**src/rtl/controller.sv**
```systemverilog
// controller: 8-phase instruction sequencer for a simple accumulator CPU
// Ports: clk, rst (async active-high); opcode/zero in; phase plus the
// datapath strobes sel, rd, ld_ir, inc_pc, ld_pc, halt, data_e, ld_ac, wr out.
module controller (
  input  logic       clk,
  input  logic       rst,
  input  logic [2:0] opcode,
  input  logic       zero,
  output logic [2:0] phase,
  output logic       sel,
  output logic       rd,
  output logic       ld_ir,
  output logic       inc_pc,
  output logic       ld_pc,
  output logic       halt,
  output logic       data_e,
  output logic       ld_ac,
  output logic       wr
);
  localparam logic [2:0] HLT = 3'd0, SKZ = 3'd1, ADD = 3'd2, AND = 3'd3,
                         XOR = 3'd4, LDA = 3'd5, STO = 3'd6, JMP = 3'd7;
  typedef enum logic [2:0] {
    INST_ADDR, INST_FETCH, INST_LOAD, IDLE, OP_ADDR, OP_FETCH, ALU_OP, STORE
  } phase_t;
  phase_t state;
  logic   halted;
  logic   hlt_now;
  logic   alu_op;
  logic   run;
  assign hlt_now = state == OP_ADDR && opcode == HLT;
  assign alu_op  = opcode inside {ADD, AND, XOR, LDA};
  assign run     = !halted;
  // The halting edge also freezes phase, so the machine parks at OP_ADDR.
  always_ff @(posedge clk or posedge rst)
    if (rst) begin
      state  <= INST_ADDR;
      halted <= 1'b0;
    end else begin
      if (hlt_now) halted <= 1'b1;
      if (run && !hlt_now) state <= phase_t'(state + 3'd1);
    end
  assign phase  = state;
  assign sel    = run && state inside {INST_ADDR, INST_FETCH, INST_LOAD, IDLE};
  assign rd     = run && (state inside {INST_FETCH, INST_LOAD, IDLE} ||
                          (state inside {OP_FETCH, ALU_OP, STORE} && alu_op));
  assign ld_ir  = run && state inside {INST_LOAD, IDLE};
  assign inc_pc = run && (state == OP_ADDR ||
                          (state == ALU_OP && opcode == SKZ && zero) ||
                          (state == STORE && opcode == JMP));
  assign ld_pc  = run && state inside {ALU_OP, STORE} && opcode == JMP;
  assign halt   = halted || hlt_now;
  assign data_e = run && state inside {ALU_OP, STORE} && opcode == STO;
  assign ld_ac  = run && state == STORE && alu_op;
  assign wr     = run && state == STORE && opcode == STO;
endmodule
```
**config.mk**
```make
export PLATFORM = sky130hd
export DESIGN_NAME = controller
export DESIGN_NICKNAME = d
export VERILOG_FILES = /design/src/rtl/controller.sv
export SDC_FILE = /design/constraint.sdc
export NUM_CORES = 1
export LEC_CHECK = 0
export CORE_AREA = 2 2 39 41
export CTS_CLUSTER_SIZE = 12
export DETAILED_ROUTE_END_ITERATION = 12
export DIE_AREA = 0 0 41 43
export PLACE_DENSITY = 0.7
export SETUP_SLACK_MARGIN = 0.02
export SYNTH_ARGS = -nofsm -noshare
export SYNTH_HDL_FRONTEND = slang
export SYNTH_SLANG_ARGS = --single-unit
```
**constraint.sdc**
```tcl
create_clock -name clk -period 3 [get_ports clk]
set_input_delay 0.3 -clock clk [delete_from_list [all_inputs] [get_ports clk]]
set_output_delay 0.3 -clock clk [all_outputs]
set_load 0.005 [all_outputs]
```
== Word level (Yosys, flattened, before mapping) ==
Index checks and enable logic that the tools add are counted.

* Register bits: 4
* Output and inout bits: 12
* Logic and storage cells: 47

* Add/subtract/negate cells: 1
* Equality and inequality tests: 14
* Reduce and logical (&&, ||, !) cells: 30

{| class="wikitable"
|+ Operator list
! cell !! number
|-
| $eq A3 B3 Y1 const B || 8
|-
| $logic_and A1 B1 Y1 || 16
|-
| $eq A3 B2 Y1 const B || 4
|-
| $reduce_bool A4 Y1 || 2
|-
| $eq A3 B1 Y1 const B || 2
|-
| $logic_not A3 Y1 || 2
|-
| $reduce_bool A3 Y1 || 2
|-
| $logic_or A1 B1 Y1 || 4
|-
| $reduce_bool A2 Y1 || 2
|-
| $add A3 B1 Y3 const B || 1
|-
| $logic_not A1 Y1 || 2
|}

== Depth between registers and ports, before layout ==
* Word-level depth: 6
* Depth in mapped cells: 5
* Gate-level depth less buffers: 5

== Worst setup path before layout ==
No wires, ideal clock.

* Path type: reg2out
* From: reg state[0], in the netlist phase[0]
* To: out sel
* Arrival: 1.262 ns
* Required time: 2.700 ns
* Slack: 1.438 ns
* Stages on the path, launching flop included: 6
* Cells stage by stage: dfrtp_1 inv_1 ha_1 or3_1 a21oi_1 nor2_1

* Word-level cells in the longest chain between the ends: 3

{| class="wikitable"
|+ RTL lines
! element !! RTL line !! RTL
|-
| from (decl) || 25 || <nowiki>phase_t state;</nowiki>
|-
| from (signal assigned) || 40 || <nowiki>if (run && !hlt_now) state <= phase_t'(state + 3'd1);</nowiki>
|-
| $eq A3 B1 Y1, or another cell as far along || 43 || <nowiki>assign sel = run && state inside {INST_ADDR, INST_FETCH, INST_LOAD, IDLE};</nowiki>
|-
| $reduce_bool A4 Y1 (*) || 43 ||
|-
| $logic_and A1 B1 Y1 (*) || 43 ||
|-
| to (decl) || 10 || <nowiki>output logic sel,</nowiki>
|}

Every way passes the cells marked *; elsewhere a longest branch is shown, timed or not.

== Worst setup path after layout ==
Ends and elaborated chain as after synthesis.

==> results.sh <==
export IMPL_status="completed"
export IMPL_ys_seq_area_frac=0.249
export IMPL_rsz0062_at_grt="false"
export IMPL_cts_repair_resized=0
export IMPL_skew_ns=0.0000354
export IMPL_wire_per_inst_um=11.4
export IMPL_cts_buffers=3
export IMPL_start_util=0.290
export IMPL_hold_class="in2async"
export IMPL_fmax_ghz=0.431
export IMPL_avgSynthCellArea_um2=8.73
export IMPL_portBuffers=17
export IMPL_groute_usage_overall=0.133
export IMPL_grt_pass1_vias=381
export IMPL_clock_sinks=4
export IMPL_p_leak_nw=0.259
export IMPL_yosysWarnings=0
export IMPL_io_pins=18
export IMPL_drive_above_1_share=0.0923
export IMPL_async_flop_share=1.00
export IMPL_rows=14
export IMPL_fin_crit_sh=0.774
export IMPL_die_w_um=41
export IMPL_ant_nets=0
export IMPL_die_area_um2=1760
export IMPL_crit_type="reg2out"
export IMPL_hold_violations=0
export IMPL_drt_iter0_drc=6
export IMPL_slew_violations=0
export IMPL_finalSetupViolations=0
export IMPL_synth_enable_flop_cells=0
export IMPL_ir_drop_uv=414
export IMPL_fp_coreArea_um2=1380
export IMPL_synth_top_area_frac=0.249
export IMPL_synthTopCellsByCount="inv_1 (8), ha_1 (6), dfrtp_1 (4), nor2_1 (4)"
export IMPL_clock_latency_ns=0.24
export IMPL_syn2layout_area_growth_pct=51.1
export IMPL_dp_cells=78
export IMPL_post_dp_hpwl_um=741
export IMPL_place_gp_congestion=0.697
export IMPL_drc_errors=0
export IMPL_nets=79
export IMPL_yosysMostFrequentCell="inv_1"
export IMPL_synth_area_leaders="dfrtp_1 (25%), ha_1 (19%), inv_1 (7.5%)"
export IMPL_clkTransAtPathRegs_ns=0.04
export IMPL_worst_ep_required_time_ns=2.70
export IMPL_first_pass_iters=4
export IMPL_routed_wl_um=926
export IMPL_die_height_um=43
export IMPL_vias=396
export IMPL_fin_crit_ns=2.32
export IMPL_tns_ns=0
export IMPL_yosys_area_top_type="dfrtp_1"
export IMPL_synthesis_area_um2=402
export IMPL_worst_endpoint_arrival_ns=2.02
export IMPL_grt_pass1_wl_um=1590
export IMPL_synth_seq_cells=4
export IMPL_max_clock_path_buffers=2
export IMPL_worstMarginPinSlew_ns=0.307
export IMPL_cts_tree="built"
export IMPL_h_tree_depth=1
export IMPL_hold_buffers=0
export IMPL_slew_headroom=0.795
export IMPL_path_max_fanout=4
export IMPL_holdWs_ns=0.242
export IMPL_antenna_found_initial=0
export IMPL_synth_cells=46
export IMPL_vias_per_cell=4.89
export IMPL_syn_nets=58
export IMPL_yosysUniqueCellTypes=19
export IMPL_post_cts_buffers=0
export IMPL_cellPowerDensity_nw_per_um2=901
export IMPL_cts_root_buf="clkbuf_4"
export IMPL_r2r_cells=4
export IMPL_maxCapViolations=0
export IMPL_critPathLaunchType="flip-flop"
export IMPL_endpoint_kind="output port"
export IMPL_num_antenna_cells=0
export IMPL_grt_max_degree=9
export IMPL_synth_main_ff_cell="dfrtp_1"
export IMPL_gr_total_overflow=0
export IMPL_stdcell_count=81
==> cell families after synthesis <==
kind of cell,Yosys count,synth area share
AO/OA/AOI/OAI,7,0.143
multiplexers,1,0.0374
XOR/XNOR,2,0.0436
adder cells (fa/ha/maj),6,0.187
flip-flops,4,0.249
AND/OR/NAND/NOR,17,0.246
buffers and inverters,9,0.0935
==> placed cells by master, fill, tap and decap left out, types with 2 or more instances in the layout <==
cell type	synthesis	layout
clkbuf_4	0	3
a21oi_1	3	3
ha_1	6	6
inv_1	8	8
nor3_1	2	2
clkdlybuf4s50_1	0	17
xnor2_1	2	2
nor2_1	4	4
a31oi_1	2	2
nand2_1	3	3
dfrtp_1	4	4
nand4_1	2	2
nor4_1	2	2
==> where the power goes <==
part / internal [mW] / total (mW) / leakage [nW] / switching, mW
Clock: 0.0448 / 0.0670 / 0.0138 / 0.0223
Sequential: 0.0825 / 0.130 / 0.0450 / 0.0472
Combinational: 0.198 / 0.350 / 0.200 / 0.152
Total: 0.325 / 0.547 / 0.259 / 0.222
==> area by class of cell <==
type,count,area (um2)
fillers,146,777
multi-input cells,33,264
repair buffers,17,170
flip-flops and latches,4,100
inverters,8,30.0
clock buffers,3,22.5
well taps,16,20.0
==> registers in the layout, summed over array words and instances, names as in the netlist <==
register	flops
phase	3
halted	1
==> per-layer routing <==
metal,track usage,part of all wire,up-vias
met3,0.0157,0.048,2
met4,0.100,0.023,0
li1,-,-,196
met5,0,0,-
met1,0.186,0.46,183
met2,0.178,0.47,15
==> path summary, 6_finish.rpt <==
kind,slack (ns),start,to
max in group asynchronous,2.61,rst,phase[1]
hold reg to reg,0.62,phase[1],phase[1]
hold / removal,0.24,rst,phase[2]
setup reg to reg,1.53,phase[0],phase[1]
min in group clk,0.62,phase[1],phase[1]
setup / recovery,0.68,phase[0],sel
==> critical path, cell delays in order (launching register included) <==
cell and delay [ns]:
dfrtp_1 0.39, inv_1 0.11, ha_1 0.29, or3_1 0.36, a21oi_1 0.14, nor2_1 0.05, clkdlybuf4s50_1 0.45
==> through the flow <==
step,instance area (um2),utilization,worst slack (ns),power [mW]
after floorplan,402,-,1.44,0.335
after global routing,607,0.439,0.530,0.600
final,607,0.439,0.678,0.547
after global placement,584,0.422,0.715,0.471
after detailed placement,584,0.422,0.727,0.483
after CTS,607,0.439,0.651,0.555
Note: power is estimated with default switching activity, not from simulation.
